[src/rtl/score_pkg.sv]
// Shared types and constants for the score display: game phase, segment
// patterns and the BCD digit width.
package score_pkg;

  localparam int DIGIT_W    = 4;
  localparam int NUM_DIGITS = 4;

  typedef enum logic [1:0] {
    IDLE = 2'd0,
    PLAY = 2'd1,
    OVER = 2'd2
  } state_t;

  // Segment order is {g,f,e,d,c,b,a}, active-high.
  localparam logic [6:0] SEG_0    = 7'h3F;
  localparam logic [6:0] SEG_1    = 7'h06;
  localparam logic [6:0] SEG_2    = 7'h5B;
  localparam logic [6:0] SEG_3    = 7'h4F;
  localparam logic [6:0] SEG_4    = 7'h66;
  localparam logic [6:0] SEG_5    = 7'h6D;
  localparam logic [6:0] SEG_6    = 7'h7D;
  localparam logic [6:0] SEG_7    = 7'h07;
  localparam logic [6:0] SEG_8    = 7'h7F;
  localparam logic [6:0] SEG_9    = 7'h6F;
  localparam logic [6:0] SEG_DASH = 7'h40;
  localparam logic [6:0] SEG_OFF  = 7'h00;

  // Non-decimal nibbles show a dash so corrupt score data is visible.
  function automatic logic [6:0] bcd_seg(input logic [DIGIT_W-1:0] nib);
    case (nib)
      4'd0:    return SEG_0;
      4'd1:    return SEG_1;
      4'd2:    return SEG_2;
      4'd3:    return SEG_3;
      4'd4:    return SEG_4;
      4'd5:    return SEG_5;
      4'd6:    return SEG_6;
      4'd7:    return SEG_7;
      4'd8:    return SEG_8;
      4'd9:    return SEG_9;
      default: return SEG_DASH;
    endcase
  endfunction

endpackage

[src/rtl/bcd_to_7seg.sv]
// Combinational BCD nibble to 7-segment decoder with a blanking input.
module bcd_to_7seg
  import score_pkg::*;
(
  input  logic [DIGIT_W-1:0] nibble,
  input  logic               blank,
  output logic [6:0]         seg
);

  // Blank overrides the decoded pattern.
  always_comb begin
    seg = blank ? SEG_OFF : bcd_seg(nibble);
  end

endmodule

[src/rtl/score_display.sv]
// 4-digit multiplexed 7-segment driver for the packed-BCD score.
// Tracks game phase, snapshots the score at frame boundaries, keeps the
// session high score and blinks the final score after game over.
//
// state | meaning
// ------+-----------------------------------------------------------
// IDLE  | between games; shows session high score, dp on digit 0
// PLAY  | game running; shows score captured at the last game_tick
// OVER  | game ended; final score blinks until timeout or new start
module score_display
  import score_pkg::*;
#(
  parameter int SCAN_DIV     = 1024,
  parameter int BLINK_FRAMES = 15,
  parameter int OVER_FRAMES  = 180
) (
  input  logic        clk,
  input  logic        rst_n,
  input  logic        game_start,
  input  logic        game_over,
  input  logic        game_tick,
  input  logic [15:0] score,
  output logic [6:0]  seg,
  output logic        dp,
  output logic [3:0]  digit_en,
  output logic        new_record
);

  localparam int PRESC_W = (SCAN_DIV > 2) ? $clog2(SCAN_DIV) : 1;
  localparam int BLINK_W = (BLINK_FRAMES > 1) ? $clog2(BLINK_FRAMES) : 1;
  localparam int FRAME_W = (OVER_FRAMES > 1) ? $clog2(OVER_FRAMES) : 1;

  localparam logic [PRESC_W-1:0] PRESC_TC     = PRESC_W'(SCAN_DIV - 1);
  localparam logic [BLINK_W-1:0] BLINK_RELOAD = BLINK_W'(BLINK_FRAMES - 1);
  localparam logic [FRAME_W-1:0] FRAME_LAST   = FRAME_W'(OVER_FRAMES - 1);

  state_t               state_q, state_d;
  logic [15:0]          snap_q, snap_d;
  logic [15:0]          high_q, high_d;
  logic                 new_record_q, new_record_d;
  logic [FRAME_W-1:0]   frame_q, frame_d;
  logic                 blink_q, blink_d;
  logic [BLINK_W-1:0]   blink_cnt_q, blink_cnt_d;
  logic [PRESC_W-1:0]   presc_q, presc_d;
  logic [1:0]           idx_q, idx_d;
  logic [6:0]           seg_q, seg_d;
  logic                 dp_q, dp_d;
  logic [3:0]           digit_en_q, digit_en_d;

  logic [15:0]          shown;
  logic [DIGIT_W-1:0]   nibble;
  logic                 lz_blank;
  logic                 blank;

  // Digit scan: prescaler wraps at SCAN_DIV-1 and advances the digit index.
  always_comb begin
    presc_d = presc_q + 1'b1;
    idx_d   = idx_q;
    if (presc_q == PRESC_TC) begin
      presc_d = '0;
      idx_d   = idx_q + 2'd1;
    end
  end

  // Game-phase FSM with snapshot, high-score and OVER timers.
  always_comb begin
    state_d      = state_q;
    snap_d       = snap_q;
    high_d       = high_q;
    new_record_d = new_record_q;
    frame_d      = frame_q;
    blink_d      = blink_q;
    blink_cnt_d  = blink_cnt_q;
    case (state_q)
      IDLE: begin
        if (game_start) begin
          state_d = PLAY;
          snap_d  = '0;
        end
      end
      PLAY: begin
        // A start coinciding with over wins, and start is a no-op in PLAY,
        // so the pair leaves the game running.
        if (game_over && !game_start) begin
          state_d     = OVER;
          snap_d      = score;
          frame_d     = '0;
          blink_d     = 1'b0;
          blink_cnt_d = BLINK_RELOAD;
          if (score > high_q) begin
            high_d       = score;
            new_record_d = 1'b1;
          end else begin
            new_record_d = 1'b0;
          end
        end else if (game_tick) begin
          snap_d = score;
        end
      end
      OVER: begin
        if (game_start) begin
          state_d      = PLAY;
          snap_d       = '0;
          new_record_d = 1'b0;
        end else if (game_tick) begin
          if (frame_q == FRAME_LAST) begin
            state_d      = IDLE;
            new_record_d = 1'b0;
            blink_d      = 1'b0;
          end else begin
            frame_d = frame_q + 1'b1;
            if (blink_cnt_q == '0) begin
              blink_d     = ~blink_q;
              blink_cnt_d = BLINK_RELOAD;
            end else begin
              blink_cnt_d = blink_cnt_q - 1'b1;
            end
          end
        end
      end
      default: begin
        state_d = IDLE;
      end
    endcase
  end

  // Select the shown value and digit, then work out blanking.
  always_comb begin
    shown = (state_q == IDLE) ? high_q : snap_q;
    case (idx_q)
      2'd0:    nibble = shown[3:0];
      2'd1:    nibble = shown[7:4];
      2'd2:    nibble = shown[11:8];
      default: nibble = shown[15:12];
    endcase
    case (idx_q)
      2'd0:    lz_blank = 1'b0;
      2'd1:    lz_blank = (shown[15:4] == 12'h000);
      2'd2:    lz_blank = (shown[15:8] == 8'h00);
      default: lz_blank = (shown[15:12] == 4'h0);
    endcase
    blank      = lz_blank || ((state_q == OVER) && blink_q);
    dp_d       = (state_q == IDLE) && (idx_q == 2'd0) && !blank;
    digit_en_d = 4'b0001 << idx_q;
  end

  bcd_to_7seg u_dec (
    .nibble (nibble),
    .blank  (blank),
    .seg    (seg_d)
  );

  // State, datapath and registered outputs.
  always_ff @(posedge clk or negedge rst_n) begin
    if (!rst_n) begin
      state_q      <= IDLE;
      snap_q       <= '0;
      high_q       <= '0;
      new_record_q <= 1'b0;
      frame_q      <= '0;
      blink_q      <= 1'b0;
      blink_cnt_q  <= BLINK_RELOAD;
      presc_q      <= '0;
      idx_q        <= 2'd0;
      seg_q        <= SEG_OFF;
      dp_q         <= 1'b0;
      digit_en_q   <= 4'b0000;
    end else begin
      state_q      <= state_d;
      snap_q       <= snap_d;
      high_q       <= high_d;
      new_record_q <= new_record_d;
      frame_q      <= frame_d;
      blink_q      <= blink_d;
      blink_cnt_q  <= blink_cnt_d;
      presc_q      <= presc_d;
      idx_q        <= idx_d;
      seg_q        <= seg_d;
      dp_q         <= dp_d;
      digit_en_q   <= digit_en_d;
    end
  end

  assign seg        = seg_q;
  assign dp         = dp_q;
  assign digit_en   = digit_en_q;
  assign new_record = new_record_q;

endmodule
[config.mk]
export PLATFORM = sky130hd
export DESIGN_NAME = score_display
export DESIGN_NICKNAME = d
export VERILOG_FILES = /design/src/rtl/score_pkg.sv /design/src/rtl/bcd_to_7seg.sv /design/src/rtl/score_display.sv
export SDC_FILE = /design/constraint.sdc
export NUM_CORES = 1
export LEC_CHECK = 0
export CAP_MARGIN = 40
export CORE_AREA = 2 2 116 118
export DETAILED_ROUTE_END_ITERATION = 8
export DIE_AREA = 0 0 118 120
export GPL_TIMING_DRIVEN = 0
export PLACE_DENSITY = 0.5
export SYNTH_ARGS = -nofsm -noshare
export SYNTH_HDL_FRONTEND = slang
export SYNTH_SLANG_ARGS = --single-unit
[constraint.sdc]
create_clock -name clk -period 2.8 [get_ports clk]
set_clock_uncertainty 0.2 [all_clocks]
set_input_delay 0.56 -clock clk [delete_from_list [all_inputs] [get_ports clk]]
set_output_delay 0.56 -clock clk [all_outputs]
set_load 0.005 [all_outputs]
# Yosys cells after proc, flatten, opt, wreduce, memory -nomap -nowiden
# Memory sizes are Yosys's and may differ from the RTL's.
# Cells that the tools add are included.
[word_totals] memories=1 reg_bits=72 out_inout_bits=13 ramBits=0 word_cells=96 input_bits=21 latch_bits=0 romBits=112
[classes] mul=0 eq_ne=16 div_mod_pow=0 reduce_logical=22 magnitude_cmp=1 shifts=1 muxes=38 bitwise=1 add_sub_neg=4
[mem_list] memory="(name not given)" depth=16 word_bits=7 rd=1 rd_clocked_by_memory_dff=0 write_ports=0 line="score_pkg.sv:30" rtl="case (nib)"
[op_table] cell="two-way mux 16 bit" n=4
[op_table] cell="two-way mux 8 bit" n=4
[op_table] cell="one-hot mux 16 bit (2 select lines)" n=1
[op_table] cell="two-way mux 4 bit" n=5
[op_table] cell="> comparator 16 bit" n=1
[op_table] cell="one-hot mux 8 bit (2 select lines)" n=1
[op_table] cell="logical NOT 12 bit" n=1
[op_table] cell="!= test 3 bit, second input constant" n=4
[op_table] cell="one-hot mux 4 bit (3 select lines)" n=1
[op_table] cell="adder 10 x 1 -> 10 bit, second input constant" n=1
[op_table] cell="equality test 10 bit, second input constant" n=1
[op_table] cell="two-way mux 1 bit" n=10
[op_table] cell="two-way mux 10 bit" n=1
[op_table] cell="two-way mux 2 bit" n=5
[op_table] cell="!= test 2 bit, second input constant" n=5
[op_table] cell="AND reduction 5 bit" n=2
[op_table] cell="adder 8 x 1 -> 8 bit, second input constant" n=1
[op_table] cell="equality test 8 bit, second input constant" n=1
[op_table] cell="logical NOT 4 bit" n=2
[op_table] cell="logical NOT 8 bit" n=1
[op_table] cell="one-hot mux 4 bit (2 select lines)" n=1
[op_table] cell="AND reduction 4 bit" n=2
[op_table] cell="two-way mux 7 bit" n=1
[op_table] cell="one-hot mux 2 bit (3 select lines)" n=1
[op_table] cell="other kinds (16)" n=26

# Depth between registers and ports, before layout
[logic_depth] ltp_word=7 ltp_mapped=12 mapped_depth_nobuf=10

# Hierarchy
# Synthesis repeated with hierarchy kept, for this count alone.
[hier_totals] cells_unflattened=450 area_unflattened_um2=4330.4
[by_module_without_submodules] mod="score_display" seq_area_each_um2=1805.5 n_inst=1 cells_each=417 area_per_inst_um2=4115.2
[by_module_without_submodules] mod="bcd_to_7seg" seq_area_each_um2=0.0 n_inst=1 cells_each=33 area_per_inst_um2=215.2

# Worst setup path before layout
# No wires, ideal clock.
[synth_timing] kind="input -> register" startpoint="input score[1]" endpoint="register high_q[10]" n_path_buf=1 path_stages=8 arrival_time_ns=2.305 required_time_ns=2.475 path_slack_ns=0.171 setup_time_ns=0.125 path_cell_list="ha_1 > nor2b_1 > o211ai_1 > a2111oi_0 > a211o_1 > o211ai_4 > buf_6 > mux2_2"
[synth_via] elab_chain_cells=2
[synth_lines] item="start, declared" line="score_display.sv:22" rtl="input logic [15:0] score,"
[synth_lines] item="> comparator 16 bit" line="score_display.sv:90" rtl="if (score > high_q) begin"
[synth_lines] item="AND reduction 3 bit (no source line)"
[synth_lines] item="end signal, assigned" line="score_display.sv:171" rtl="high_q <= high_d;"
[synth_lines] item="end, declared" line="score_display.sv:39" rtl="logic [15:0] high_q, high_d;"
# Every way passes these cells.
# A chain may end at the register's enable or synchronous reset.

# Worst setup path in the final report
[layout_timing] startpoint="input score[3]" endpoint="register high_q[7]"
# The elaborated chain is that of the path after synthesis.

==> flow_summary.yaml <==
synth:
  synth.distinct_cells: 57
  synthArstFlopShare: 1.00
  yosysSeqAreaShare: 0.446
  synth_flop_cell: "dfrtp_1"
  synth_area_leaders: "dfrtp_1 43%, ha_1 8.4%, mux2_2 4.5%, inv_1 4.1%, o21ai_0 4.0%"
  synth_top_area_cell: "dfrtp_1"
  syn_area_sq_um: 4050
  ys_ff_latch: 72
  syn-num-nets: 461
  syn_inst: 413
  synth_edf_count: 0
  synth_top_area_frac: 0.427
  synth.avg_cell_area_sq_um: 9.79
  yosysWarnings: 0
placement:
  dpl.hpwl_mm: 7.07
  portBuffers: 33
  dp_cells: 623
  place_congestion: 0.819
power:
  pwr-share-clk: 0.284
  leakage_nw: 2.34
  power.density_nw_per_um2: 755
  p_comb_frac: 0.340
  internal_power_mw: 2.54
  power_switching_mw: 1.31
  peakVddDrop_mv: 0.314
  swShare: 0.340
  p_seq_frac: 0.376
sta:
  slew_violations: 0
  finalSetupTns_ns: 0
  finalSetupViolCount: 0
  finalCriticalPeriod_ns: 2.75
  tightest_slew_ns: 0.631
  relSlewSlack: 0.577
  hold_viol: 0
  rsz0062_at_grt: "yes"
  period_share: 0.981
  max_freq_mhz: 364
cts:
  numClockSinks: 72
  clock_path_buffers: 2
  htree_levels: 3
  cts_root_buf: "clkbuf_16"
  cts_made_buffers: 9
  cts_tree: "done"
  path_clk_slew_ns: 0.06
  clock_latency_ns: 0.35
final_layout:
  nNetsFinal: 511
  drive_above_1_share: 0.171
  area_delta_synth_final_pct: 25.9
  fillers: 1307
  seq_area_sq_um: 1810
  multi_input_area_sq_um: 2020
  diodes: 0
  final_cell_mix: "69 x dfrtp_1, 44 x inv_1, 33 x nand2_1"
  fin_cells: 644
  final_common_cell: "dfrtp_1"
worst_hold_path:
  min-delay-path-class: "flip-flop to flip-flop"
  min_path_cells: 1
  min_from: "presc_q[8]"
  min_to: "presc_q[8]"
floorplan:
  die-width_um: 118
  row_count: 42
  io_pins: 34
  dieArea_sq_um: 14200
  core_sq_um: 13000
  initial_core_util: 0.312
  die_y_um: 120
grt:
  grt_max_degree: 43
  grt_pass1_vias: 3137
  grt_pass1_wl_mm: 16.2
  antenna_found_initial: 0
  grt-ovfl-total: 0
  grt_util_all_layers: 0.148
routing:
  dr.pass1.iters: 4
  drt-initial-drc-count: 161
  num_vias: 3123
  routed_wirelength_mm: 9.64
  drc: 0
  wl_per_cell_um: 15.0
  vias_per_cell: 4.85
  antenna_left: 0
setup_path:
  required_ns: 2.84
  crit_fanout: 5
  rr_worst_depth: 9
  reg2reg_from: "high_q[10]"
  critPathArrivalTime_ns: 2.78
  cp-end-kind: "flip-flop"
  reg2reg_slack_ns: 0.13
  r2r-end: "high_q[7]"
  startpoint_type: "primary input"
  crit_type: "primary input to flip-flop"
job:
  cap_violations: 0
outcome:
  outcome: "complete, no violations"
==> what timing repair did <==
| action | in CTS | in global routing |
|---|---|---|
| cloned | 1 | 0 |
| setup endpoints to repair | 17 | 19 |
| pin swaps | 9 | 8 |
| resized for setup | 15 | 16 |
| hold endpoints to repair | 30 | 0 |
| hold buffers | 1 | 0 |
| setup buffers | 4 | 1 |
==> cell usage after synthesis (5+ instances only) <==
master    count
nand2_1      33
xor2_1        9
and3_1        8
xnor2_1       5
inv_1        44
buf_6         7
clkbuf_1      7
nand4_1       9
o211ai_1      6
dfrtp_1      69
o21ai_0      32
mux2_2       16
nor2_1       23
nand3_1      26
ha_1         27
a21oi_1      16
nor2b_1       5
o21ai_1       8
==> state kept, by name (all words and copies together), names as in the netlist <==
name and count:
blink_cnt_q 4, blink_q 1, digit_en 4, dp 1, frame_q 8, high_q 16
idx_q 2, new_record 1, presc_q 10, seg 7, snap_q 16, state_q 2
==> final cells by class <==
class / count / area share
clock buffer: 9 / 0.0442
tap: 176 / 0.0433
clock inverter: 7 / 0.0108
timing repair buffer: 41 / 0.0875
sequential: 72 / 0.355
inverter: 45 / 0.0332
buffer: 20 / 0.0288
multi-input combinational: 274 / 0.398
==> logic make-up after synthesis <==
family,count (synthesis),synth area share
multiplexers,21,0.0581
flip-flops,72,0.446
XOR/XNOR,14,0.0303
adder cells (fa/ha/maj),27,0.0835
AND/OR/NAND/NOR,120,0.146
buffers and inverters,67,0.0779
AO/OA/AOI/OAI,92,0.157
==> critical path, stage by stage <==
cell	delay, ns
clkdlybuf4s50_1	0.49
ha_4	0.32
nand4_1	0.10
or4_4	0.55
o211ai_4	0.12
bufbuf_16	0.31
mux2_2	0.32
==> power by group through the flow <==
stage | clock, mW | combinational (mW) | sequential, mW
floorplan | 0 | 0.775 | 1.41
global placement | 0 | 1.12 | 1.47
detailed placement | 0 | 1.16 | 1.47
CTS | 1.12 | 1.25 | 1.45
global route | 1.17 | 1.47 | 1.48
finish | 1.09 | 1.31 | 1.45
==> stage by stage <==
step	cell area, sq um	worst slack (ns)	total power, mW	utilization	hold slack [ns]
after global routing	5090	-0.00277	4.11	0.392	0.300
after floorplan	4050	0.171	2.19	-	0.0644
after CTS	5000	0.00224	3.82	0.385	0.271
after detailed placement	4610	-0.756	2.63	0.355	0.260
after global placement	4600	-1.55	2.59	0.354	0.253
final	5090	0.0518	3.84	0.392	0.269
==> layer usage <==
layer,track usage,routed length [um]
met2,0.238,4580
met5,0,0
met4,0.0602,165
met3,0.0352,383
met1,0.191,4520
==> how the worst max path moves through the flow <==
stage	depth (start not counted)	from	end	slack (ns)
final	7	score[3]	high_q[7]	0.05
after global placement	1	rst_n	high_q[11]	-1.55
after floorplan	8	score[1]	high_q[10]	0.17
after global routing	7	score[3]	high_q[7]	-0.003
after CTS	10	score[1]	high_q[5]	0.002
after detailed placement	9	score[7]	high_q[10]	-0.76
(Power assumes the default switching activity.)
